===== src/rtl/sb_param_switch_pkg.sv =====
// -----------------------------------------------------------------------------
// sb_param_pkg
// Shared helpers for the parametrised switch box:
//   - sb_clog2            : ceiling log2 for elaboration-time sizing
//   - sb_n_in             : mux inputs per output (other sides + PE outputs)
//   - sb_sel_w            : select field width (never below 1)
//   - sb_fpw              : select fields packed per 32-bit config word
//   - sb_n_sel_words      : config words needed to hold every select field
//   - sb_src_side/track   : rotational connectivity rule for side inputs
// -----------------------------------------------------------------------------
package sb_param_pkg;

    function automatic int sb_clog2(input int value);
        int r;
        r = 0;
        while ((1 << r) < value) begin
            r++;
        end
        return r;
    endfunction

    function automatic int sb_n_in(input int num_sides, input int num_pe);
        return num_sides - 1 + num_pe;
    endfunction

    function automatic int sb_sel_w(input int n_in);
        int c;
        c = sb_clog2(n_in);
        return (c < 1) ? 1 : c;
    endfunction

    function automatic int sb_fpw(input int sel_w);
        return 32 / sel_w;
    endfunction

    function automatic int sb_n_sel_words(input int n_out, input int fpw);
        return (n_out + fpw - 1) / fpw;
    endfunction

    // Side-input i of an output on side s comes from the (i+1)-th side
    // counting around from s.
    function automatic int sb_src_side(input int s, input int i, input int num_sides);
        return (s + 1 + i) % num_sides;
    endfunction

    // Track index rotates with both the output side and the input position.
    function automatic int sb_src_track(input int s, input int t, input int i,
                                        input int num_tracks);
        return (t + s + i) % num_tracks;
    endfunction

endpackage


===== src/rtl/sb_param_switch_mux.sv =====
// -----------------------------------------------------------------------------
// sb_mux_n
// N-way, WIDTH-bit combinational selector. A select value >= N yields zero.
// Ports:
//   data_i  [N*WIDTH-1:0]  input k at [k*WIDTH +: WIDTH]
//   sel_i   [SEL_W-1:0]    input index
//   data_o  [WIDTH-1:0]    selected input, or 0 when sel_i is out of range
// -----------------------------------------------------------------------------
module sb_mux_n
    import sb_param_pkg::*;
#(
    parameter int N     = 4,
    parameter int WIDTH = 1,
    parameter int SEL_W = sb_sel_w(N)
) (
    input  logic [N*WIDTH-1:0] data_i,
    input  logic [SEL_W-1:0]   sel_i,
    output logic [WIDTH-1:0]   data_o
);

    always_comb begin
        data_o = '0;
        for (int i = 0; i < N; i++) begin
            if (32'(sel_i) == 32'(i)) begin
                data_o = data_i[i*WIDTH +: WIDTH];
            end
        end
    end

endmodule


===== src/rtl/sb_param_switch.sv =====
// -----------------------------------------------------------------------------
// sb_param_switch
// Parametrised tile switch box: every output track picks one of the other
// sides' tracks (rotational rule) or a PE output, under an addressed,
// double-buffered configuration with atomic commit.
//
// Optional feature macro: SB_PIPE_REG_EN
//   Defined   : extra config words hold one reg_en bit per output; when set the
//               output is a register of the mux result (1-cycle latency).
//   Undefined : purely combinational outputs; those addresses are out of range.
//
// Ports:
//   clk            clock, all state on the rising edge
//   reset          asynchronous active-low reset
//   in_wires       track (s,t) at [(s*NUM_TRACKS+t)*WIDTH +: WIDTH]
//   pe_output      PE output p at [p*WIDTH +: WIDTH]
//   out_wires      same packing as in_wires
//   config_addr    word address for write and readback
//   config_data    write data
//   config_en      write strobe into the shadow bank
//   config_commit  copy shadow into active (includes a same-cycle write)
//   config_rd_data registered readback of shadow[config_addr], 0 if out of range
//
// Config strobes are single-cycle qualifiers with no handshake: a write or a
// commit happens on every rising edge where its strobe is high.
// -----------------------------------------------------------------------------
module sb_param_switch
    import sb_param_pkg::*;
#(
    parameter int NUM_SIDES  = 4,
    parameter int NUM_TRACKS = 4,
    parameter int WIDTH      = 1,
    parameter int NUM_PE     = 1,
    parameter int CFG_AW     = 4
) (
    input  logic                                clk,
    input  logic                                reset,
    input  logic [NUM_SIDES*NUM_TRACKS*WIDTH-1:0] in_wires,
    input  logic [NUM_PE*WIDTH-1:0]             pe_output,
    output logic [NUM_SIDES*NUM_TRACKS*WIDTH-1:0] out_wires,
    input  logic [CFG_AW-1:0]                   config_addr,
    input  logic [31:0]                         config_data,
    input  logic                                config_en,
    input  logic                                config_commit,
    output logic [31:0]                         config_rd_data
);

    localparam int N_OUT       = NUM_SIDES * NUM_TRACKS;
    localparam int N_IN        = sb_n_in(NUM_SIDES, NUM_PE);
    localparam int SEL_W       = sb_sel_w(N_IN);
    localparam int FPW         = sb_fpw(SEL_W);
    localparam int N_SEL_WORDS = sb_n_sel_words(N_OUT, FPW);
`ifdef SB_PIPE_REG_EN
    localparam int N_REG_WORDS = (N_OUT + 31) / 32;
`else
    localparam int N_REG_WORDS = 0;
`endif
    localparam int N_CFG_WORDS = N_SEL_WORDS + N_REG_WORDS;

    // ------------------------------------------------------------------
    // Configuration banks and readback
    // ------------------------------------------------------------------
    logic [31:0] shadow_q [N_CFG_WORDS];
    logic [31:0] shadow_d [N_CFG_WORDS];
    logic [31:0] active_q [N_CFG_WORDS];
    logic [31:0] active_d [N_CFG_WORDS];
    logic [31:0] rd_data_q;
    logic [31:0] rd_data_d;

    always_comb begin
        rd_data_d = '0;
        for (int w = 0; w < N_CFG_WORDS; w++) begin
            shadow_d[w] = shadow_q[w];
            // Out-of-range addresses never match, so they write nothing.
            if (config_en && (32'(config_addr) == 32'(w))) begin
                shadow_d[w] = config_data;
            end
            // Commit takes the post-write shadow so a same-cycle write lands.
            active_d[w] = config_commit ? shadow_d[w] : active_q[w];
            // Readback sees the pre-write shadow; the write shows next read.
            if (32'(config_addr) == 32'(w)) begin
                rd_data_d = shadow_q[w];
            end
        end
    end

    always_ff @(posedge clk or negedge reset) begin
        if (!reset) begin
            for (int w = 0; w < N_CFG_WORDS; w++) begin
                shadow_q[w] <= '0;
                active_q[w] <= '0;
            end
            rd_data_q <= '0;
        end else begin
            for (int w = 0; w < N_CFG_WORDS; w++) begin
                shadow_q[w] <= shadow_d[w];
                active_q[w] <= active_d[w];
            end
            rd_data_q <= rd_data_d;
        end
    end

    assign config_rd_data = rd_data_q;

    // Upper bits of each word are stored for readback but do not steer anything.
    logic [31:0] active_fold;
    logic        unused_active_bits;

    always_comb begin
        active_fold = '0;
        for (int w = 0; w < N_CFG_WORDS; w++) begin
            active_fold = active_fold ^ active_q[w];
        end
    end

    assign unused_active_bits = ^active_fold;

    // ------------------------------------------------------------------
    // Per-output muxes
    // ------------------------------------------------------------------
    for (genvar o = 0; o < N_OUT; o++) begin : g_out
        localparam int S    = o / NUM_TRACKS;
        localparam int T    = o % NUM_TRACKS;
        localparam int WORD = o / FPW;
        localparam int LSB  = (o % FPW) * SEL_W;

        logic [N_IN*WIDTH-1:0] mux_in;
        logic [SEL_W-1:0]      sel;
        logic [WIDTH-1:0]      mux_out;

        for (genvar i = 0; i < N_IN; i++) begin : g_in
            if (i < NUM_SIDES - 1) begin : g_side
                localparam int SRC =
                    sb_src_side(S, i, NUM_SIDES) * NUM_TRACKS
                    + sb_src_track(S, T, i, NUM_TRACKS);
                assign mux_in[i*WIDTH +: WIDTH] = in_wires[SRC*WIDTH +: WIDTH];
            end else begin : g_pe
                assign mux_in[i*WIDTH +: WIDTH] =
                    pe_output[(i-(NUM_SIDES-1))*WIDTH +: WIDTH];
            end
        end

        assign sel = active_q[WORD][LSB +: SEL_W];

        sb_mux_n #(
            .N     (N_IN),
            .WIDTH (WIDTH),
            .SEL_W (SEL_W)
        ) u_mux (
            .data_i (mux_in),
            .sel_i  (sel),
            .data_o (mux_out)
        );

`ifdef SB_PIPE_REG_EN
        logic             reg_en;
        logic [WIDTH-1:0] pipe_q;
        logic [WIDTH-1:0] pipe_d;

        assign reg_en = active_q[N_SEL_WORDS + o/32][o%32];
        // Register runs regardless of reg_en so switching it on never
        // exposes data older than one cycle.
        assign pipe_d = mux_out;

        always_ff @(posedge clk or negedge reset) begin
            if (!reset) begin
                pipe_q <= '0;
            end else begin
                pipe_q <= pipe_d;
            end
        end

        assign out_wires[o*WIDTH +: WIDTH] = reg_en ? pipe_q : mux_out;
`else
        assign out_wires[o*WIDTH +: WIDTH] = mux_out;
`endif
    end

endmodule

===== config.mk =====
export PLATFORM = sky130hd
export DESIGN_NAME = sb_param_switch
export DESIGN_NICKNAME = d
export VERILOG_FILES = /design/src/rtl/sb_param_switch_pkg.sv /design/src/rtl/sb_param_switch_mux.sv /design/src/rtl/sb_param_switch.sv
export SDC_FILE = /design/constraint.sdc
export NUM_CORES = 1
export LEC_CHECK = 0
export CAP_MARGIN = 20
export CORE_ASPECT_RATIO = 1.25
export CORE_MARGIN = 1
export CORE_UTILIZATION = 35
export DETAILED_ROUTE_END_ITERATION = 8
export GPL_TIMING_DRIVEN = 0
export HOLD_SLACK_MARGIN = 0.03
export PLACE_DENSITY = 0.68
export SLEW_MARGIN = 20
export SYNTH_ARGS = -nofsm -noshare
export SYNTH_HDL_FRONTEND = slang
export SYNTH_SLANG_ARGS = --single-unit
export TNS_END_PERCENT = 30

===== constraint.sdc =====
create_clock -name clk -period 3.4 [get_ports clk]
set_input_delay 0.51 -clock clk [delete_from_list [all_inputs] [get_ports clk]]
set_output_delay 0.51 -clock clk [all_outputs]
set_load 0.005 [all_outputs]

Yosys cells after proc, flatten, opt, wreduce, memory -nomap -nowiden:

Index checks and enable logic that the tools add are counted.

* bits in registers: 96
* bits in latches: 0
* bits in writable memories: 0
* bits in read-only memories: 0
* input bits: 57
* output and inout port bits: 48
* logic and storage cells: 135
* memories: 0

* add/subtract/negate cells: 0
* $mul: 0
* div/mod/pow operators: 0
* magnitude comparators: 0
* equal/unequal tests: 48
* shift operators: 0
* multiplexer cells: 66
* bitwise operators: 0
* reduce and logical (&&, ||, !) cells: 18

Operators by type and width (number)
* == test 2 bit, second input constant: 32
* two-way mux 1 bit: 64
* two-way mux 32 bit: 2
* == test 2 x 1 -> 1 bit, second input constant: 16
* zero test 2 bit: 16
* zero test 4 bit: 1
* logical AND 1 bit: 1

Longest topological paths before layout:

Gate-level depths: netlist of run 1.

* depth after elaboration: 5
* gate-level depth with buffers: 5
* mapped depth without buffers: 3

Cells and area by module:

From an unflattened synthesis of run 1, not the netlist that was laid out.

* cells, all modules: 346
* area, all modules: 4076.4 um2

Modules (own cells, without submodules)
* sb_param_switch: instances 1, cells each 330, area each 3716.1 um2, sequential area each 2402.3 um2
* sb_mux_n: instances 16, cells each 1, area each 22.5 um2, sequential area each 0.0 um2

Worst setup path before layout of run 1:

OpenSTA, ideal clock, no wires.

* path kind: input port to output port
* from: in pe_output
* to: out out_wires[0]
* arrival time: 1.256 ns
* data required time: 2.890 ns
* path slack: 1.634 ns
* stages on the path: 3
* buffers on the path: 2
* cells stage by stage: clkbuf_1 -> mux4_2 -> buf_4

* cells in the longest elaborated chain, start to end: 1

RTL lines
* start, declared: RTL line sb_param_switch.sv:39 `input logic [NUM_PE*WIDTH-1:0] pe_output,`
* two-way mux 1 bit: RTL line sb_param_switch_mux.sv:24 `if (32'(sel_i) == 32'(i)) begin`
* end, declared: RTL line sb_param_switch.sv:40 `output logic [NUM_SIDES*NUM_TRACKS*WIDTH-1:0] out_wires,`

Every way passes these cells.

Final worst setup path of run 1:

Ends and elaborated chain as after synthesis.

==> reports/qor.yml, run 1 <==
detailed_routing:
  wirelength_um: 10600
  drtPass1Iterations: 5
  ant_nets: 0
  drc: 0
  wl_per_cell_um: 17.7
  drt_iter0_drc: 202
  vias: 3086
  viasPerCell: 5.13
pwr:
  netSwitchingFraction_pct: 25.3
  p_leak_nw: 2.46
  seq_power_share_pct: 47.3
  comb_power_share_pct: 18.6
  power_mw: 2.92
  p_int_mw: 2.18
  pwr-share-clk_pct: 34.1
  vdd_drop_max_mv: 0.242
  switching_power_mw: 0.739
  power_density_nw_per_um2: 522
synth:
  synth_area_leaders: "dfrtp_1, mux4_2, a31oi_1"
  yosysMostFrequentCell: "dfrtp_1"
  yosysWarnings: 0
  ys_seq_area_share_pct: 58.9
  synth_flop_cell: "dfrtp_1"
  netlist_area_sq_um: 4080
  postSynthCellCount: 347
  synth.top_cell.area_share_pct: 58.9
  syn_area_per_cell_sq_um: 11.8
  synth_nets: 404
  synth_enable_flop_cells: 0
  async_reset_ff_share_pct: 100
  synth_seq_cells: 96
  synth.largest_area_cell: "dfrtp_1"
  ys_types: 21
  synthTopCellsByCount: "dfrtp_1, a31oi_1, and2_1, nand2_1, nor2_1"
clock_tree:
  cts_sinks: 96
  cts_hold_buf: 0
  cts_buffer_depth: 2
  clk_pin_slew_ns: 0.06
  tritoncts: "done"
  clock_latency_ns: 0.34
  cts_inserted_buffers: 9
  postCtsSetupRepairBufs: 0
  cts_resized: 0
  htreeDepth: 3
  cts-root-buf: "clkbuf_16"
floorplan:
  rows: 43
  core_sq_um: 11200
  dieArea_sq_um: 12100
  ios: 105
  die_h_um: 123
  start_util_pct: 36.3
  die_width_um: 98.6
critical_path:
  critPathTopFamily: "buffers and inverters"
  arrival_ns: 2.53
  slowest_delay_ns: 0.57
  setup.worst_path.start_class: "input pin"
  required_ns: 2.89
  end_kind: "output pin"
  cp_cell_sequence: "clkdlybuf4s50_1 > clkbuf_1 > mux4_2 > buf_4 > clkdlybuf4s50_1"
  cpMaxStageDelayCell: "clkdlybuf4s50_1"
  path_class: "in -> out"
  rrSetupSlack_ns: 2.63
  path_max_fanout: 10
  crit_top_cell: "clkdlybuf4s50_1"
  cp_num_buf_inv: 4
min_path:
  worstHoldPathType: "in -> async"
finish:
  instances_no_fill: 601
  final_nets: 518
  antenna_cells: 0
  drive_above_1_share_pct: 15.2
  syn_to_final_growth_pct: 37.0
grt:
  grt_pass1_wl_um: 17200
  grt_pass1_vias: 3329
  antenna_found_initial: 0
  grt_max_degree: 53
  grt_use_total_pct: 19.0
  overflow: 0
placed_design:
  place_congestion: 0.837
  post-place-cells: 585
  dp_hpwl_um: 7840
  io_buffers: 102
sta:
  fin_crit_sh_pct: 89.4
  tightest_slew_ns: 0.720
  rsz0062_at_grt: "false"
  maxSlewViolCount: 0
  setup_viol: 0
  post-route-min-period_ns: 3.04
  timing.final.hold_violations: 0
  slew_headroom_pct: 51.6
  fin_skew_ns: 0.00500
  fmax_ghz: 0.329
run_status:
  status: "finished, final reports clean"
job:
  maxCapViolCount: 0
[cells by family (layout without fill, tap and decap cells)]
| group | Yosys count | after routing | synth area share [%] |
|---|---|---|---|
| AO/OA/AOI/OAI | 64 | 64 | 9.11 |
| buffers and inverters | 41 | 160 | 7.05 |
| multiplexers | 16 | 16 | 8.83 |
| AND/OR/NAND/NOR | 130 | 130 | 16.1 |
| flip-flops | 96 | 96 | 58.9 |
[path summary, 6_finish.rpt]
check	from	end	cells after the start
min in group clk	shadow_q[16]	config_rd_data[16]	1
setup reg to reg	active_fold[22]	active_fold[22]	2
hold reg to reg	shadow_q[16]	config_rd_data[16]	1
setup / recovery	pe_output	out_wires[0]	5
hold / removal	reset	config_rd_data[31]	1
max in group asynchronous	reset	shadow_q[24]	2
[through the flow]
step | hold slack [ns] | setup slack, ns | util [%] | setup TNS, ns | area, sq um
2_1_floorplan | 0.214 | 1.63 | - | 0 | 4080
3_3_place_gp | 0.460 | -1.70 | 46.9 | -162.37 | 5270
3_5_place_dp | 0.461 | 0.377 | 47.1 | 0 | 5300
4_1_cts | 0.108 | 0.371 | 49.7 | 0 | 5590
5_1_grt | 0.127 | 0.305 | 49.7 | 0 | 5590
6_report | 0.0964 | 0.360 | 49.7 | 0 | 5590
[power by group through the flow]
stage	combinational, mW	sequential, mW	clock, mW
after floorplan	0.300	1.36	0
after global placement	0.526	1.39	0
after detailed placement	0.543	1.40	0
after CTS	0.546	1.38	1.00
after global routing	0.593	1.39	1.05
final	0.542	1.38	0.995
[metal layers]
layer  wire (um)  global-route usage (%)  vias up
met5           0                       0        -
met4         266                    7.65        0
met3         603                    3.99       18
met2        5380                    32.4      119
met1        4390                    23.6     1521
li1            -                       -     1428
[final cells by class]
type | instances | area (sq um)
Buffer | 40 | 284
Clock buffer | 11 | 233
Clock inverter | 5 | 56.3
Fill cell | 992 | 5660
Inverter | 1 | 3.75
Multi-Input combinational cell | 210 | 1390
Sequential cell | 96 | 2400
Tap cell | 135 | 169
Timing Repair Buffer | 103 | 1050
[cell usage in the layout, fill, tap and decap left out, drive strengths merged]
master         netlist  final
a31oi               32     32
nor4                 1      1
or4                  1      1
o21ai               32     32
mux4                16     16
clkdlybuf4s50        0    101
nand2               32     32
inv                  1      2
buf                 29     31
nand3               32     32
clkbuf              10     21
clkinvlp             0      1
nor2                32     32
and2                32     32
bufinv               0      1
dfrtp               96     96
dlygate4sd1          1      1
clkinv               0      2
[sequential cells by signal, indices dropped and copies added, names as in the netlist]
name / count
active_fold: 32
config_rd_data: 32
shadow_q: 32
Note: power is estimated with default switching activity, not from simulation.
==> inputs of run 2 (changes only) <==
REMOVE_ABC_BUFFERS = 1   (was not set)
==> run 2 against run 1 <==
Effect of this change: register-to-register slack gained 0.02 ns; clock-buffer cell count grew 1; final cell count down 5.5%; critical path depth shrank 2; clock power down 3.9%; fmax is 6.5% higher; clock skew up 0.0036 ns; die area is the same; combinational power decreased by 14%; sequential cell count did not move; utilization down 2.0 points; critical endpoint is now out_wires[15]; highest routed layer unchanged.
==> reports/qor.yml, run 2 (synthesized netlist as in run 1, its figures left out) <==
sta:
  fin_skew_ns: 0.00858  # +0.00358 ns
  fmax_ghz: 0.350  # +6.5%
  slew_headroom_pct: 49.4  # -2.2 points
  setup-tns-final_ns: 0  # unchanged
  post-route-min-period_ns: 2.85  # -0.185 ns
  rsz0062_at_grt: "false"
  setup_viol: 0  # unchanged
  maxSlewViolCount: 0  # unchanged
  timing.final.hold_violations: 0  # unchanged
  tightest_slew_ns: 0.759  # +0.0383 ns
  fin_crit_sh_pct: 83.9  # -5.5 points
pwr:
  comb_power_share_pct: 16.8  # -1.8 points
  pwr-share-clk_pct: 34.3  # +0.2 points
  seq_power_share_pct: 48.9  # +1.6 points
  netSwitchingFraction_pct: 24.9  # -0.45 points
  power_density_nw_per_um2: 520  # -0.43%
  power_mw: 2.79  # -4.5%
  switching_power_mw: 0.693  # -6.2%
  vdd_drop_max_mv: 0.253  # +4.3%
  p_int_mw: 2.09  # -3.9%
  p_leak_nw: 2.34  # -5.1%
clock_tree:
  postCtsSetupRepairBufs: 0  # unchanged
  cts-root-buf: "clkbuf_16"
  cts_hold_buf: 0  # unchanged
  cts_resized: 0  # unchanged
  cts_buffer_depth: 2  # unchanged
  htreeDepth: 3  # unchanged
  clk_pin_slew_ns: 0.06  # about the same
  cts_inserted_buffers: 9  # unchanged
  tritoncts: "done"
  cts_sinks: 96  # unchanged
  clock_latency_ns: 0.33  # about the same
floorplan:
  core_sq_um: 11200  # unchanged
  start_util_pct: 36.3  # unchanged
  die_h_um: 123  # unchanged
  dieArea_sq_um: 12100  # unchanged
  ios: 105  # unchanged
  die_width_um: 98.6  # unchanged
  rows: 43  # unchanged
critical_path:
  cpMaxStageDelayCell: "clkdlybuf4s50_1"
  arrival_ns: 2.34  # -0.19 ns
  path_max_fanout: 16  # +6
  required_ns: 2.89  # about the same
  crit_top_cell: "clkdlybuf4s50_1"
  setup.worst_path.start_class: "input pin"
  end_kind: "output pin"
  critPathTopFamily: "buffers and inverters"
  cp_cell_sequence: "clkdlybuf4s50_1 > mux4_2 > clkdlybuf4s50_1"
  slowest_delay_ns: 0.75  # +0.18 ns
  cp_num_buf_inv: 2  # -2
  path_class: "in -> out"
placed_design:
  placed_area_sq_um: 5070  # -4.2%
  place_congestion: 0.746  # -11%
  io_buffers: 104  # +2.0%
  dp_hpwl_um: 6150  # -21%
detailed_routing:
  viasPerCell: 5.11  # -0.53%
  wl_per_cell_um: 15.9  # -10%
  drtPass1Iterations: 4  # -1
  ant_nets: 0  # unchanged
  vias: 2901  # -6.0%
  wirelength_um: 9010  # -15%
  drt_iter0_drc: 64  # -68%
  drc: 0  # unchanged
min_path:
  worstHoldPathType: "in -> async"
finish:
  fin_util_pct: 47.7  # -2.0 points
  syn_to_final_growth_pct: 31.4
  final_common_cell: "clkdlybuf4s50_1"
  final_area_sq_um: 5360  # -4.1%
  mostFrequentLayoutCells: "clkdlybuf4s50_1, dfrtp_1"
  fill_cells: 1056  # +6.5%
  drive_above_1_share_pct: 11.8  # -3.5 points
  final_nets: 485  # -6.4%
  antenna_cells: 0  # unchanged
grt:
  overflow: 0  # unchanged
  grt_pass1_vias: 2914  # -12%
  antenna_found_initial: 0  # unchanged
  grt_use_total_pct: 15.7  # -3.3 points
  grt_pass1_wl_um: 14600  # -15%
  grt_max_degree: 50  # -5.7%
job:
  maxCapViolCount: 0  # unchanged
run_status:
  status: "finished, final reports clean"
[run 2: cell count changes in the layout (fill, tap and decap cells not counted), sizes merged]
cell,change
bufinv,-1
dlygate4sd1,-1
buf,-22
clkbuf,-9
clkinvlp,+1
inv,-1
[run 2: final timing paths]
check,depth (start not counted),slack [ns],end,startpoint
max,3,0.55,out_wires[15],pe_output
min,1,0.1,config_rd_data[20],reset
max reg2reg,2,2.65,active_fold[31],shadow_q[31]
min reg2reg,1,0.47,config_rd_data[2],shadow_q[2]
max in group asynchronous,2,2.70,active_fold[14],reset
min in group clk,1,0.47,config_rd_data[2],shadow_q[2]
[run 2: layer usage]
layer  wire, um  vias to the layer above  part of all wire [%]  GRT usage, %
li1           -                     1365                     -             -
met3        396                       15                   4.4          3.25
met1       4030                     1432                    45          20.5
met2       4420                       89                    49          25.5
met4        171                        0                   1.9          6.34
met5          0                        -                     0             0
[run 2: layout make-up]
class | count | area [sq um] | area share, %
clock inverters | 4 | 28.8 | 0.537
repair buffers | 110 | 1110 | 20.7
well taps | 135 | 169 | 3.15
clock buffers | 12 | 256 | 4.79
inverters | 1 | 3.75 | 0.0700
flip-flops and latches | 96 | 2400 | 44.8
multi-input cells | 210 | 1390 | 25.9
[run 2: worst reg2reg max path, stage by stage, from the launching register on]
cell and delay [ns]:
dfrtp_1 0.36, o21ai_0 0.12, a31oi_1 0.20
[run 2: stage by stage]
| stage | hold WS (ns) | instances | setup slack, ns |
|---|---|---|---|
| after floorplan | 0.214 | 307 | 0.941 |
| after global placement | 0.458 | 546 | -1.73 |
| after detailed placement | 0.463 | 552 | 0.495 |
| after CTS | 0.119 | 568 | 0.490 |
| after global routing | 0.125 | 568 | 0.457 |
| final | 0.0965 | 568 | 0.546 |
[run 2: power groups by stage]
| stage | registers, mW | logic (mW) | clock network, mW |
|---|---|---|---|
| after floorplan | 1.36 | 0.224 | 0 |
| after global placement | 1.38 | 0.456 | 0 |
| after detailed placement | 1.39 | 0.474 | 0 |
| after CTS | 1.36 | 0.475 | 0.988 |
| after global routing | 1.38 | 0.515 | 1.03 |
| final | 1.36 | 0.467 | 0.956 |
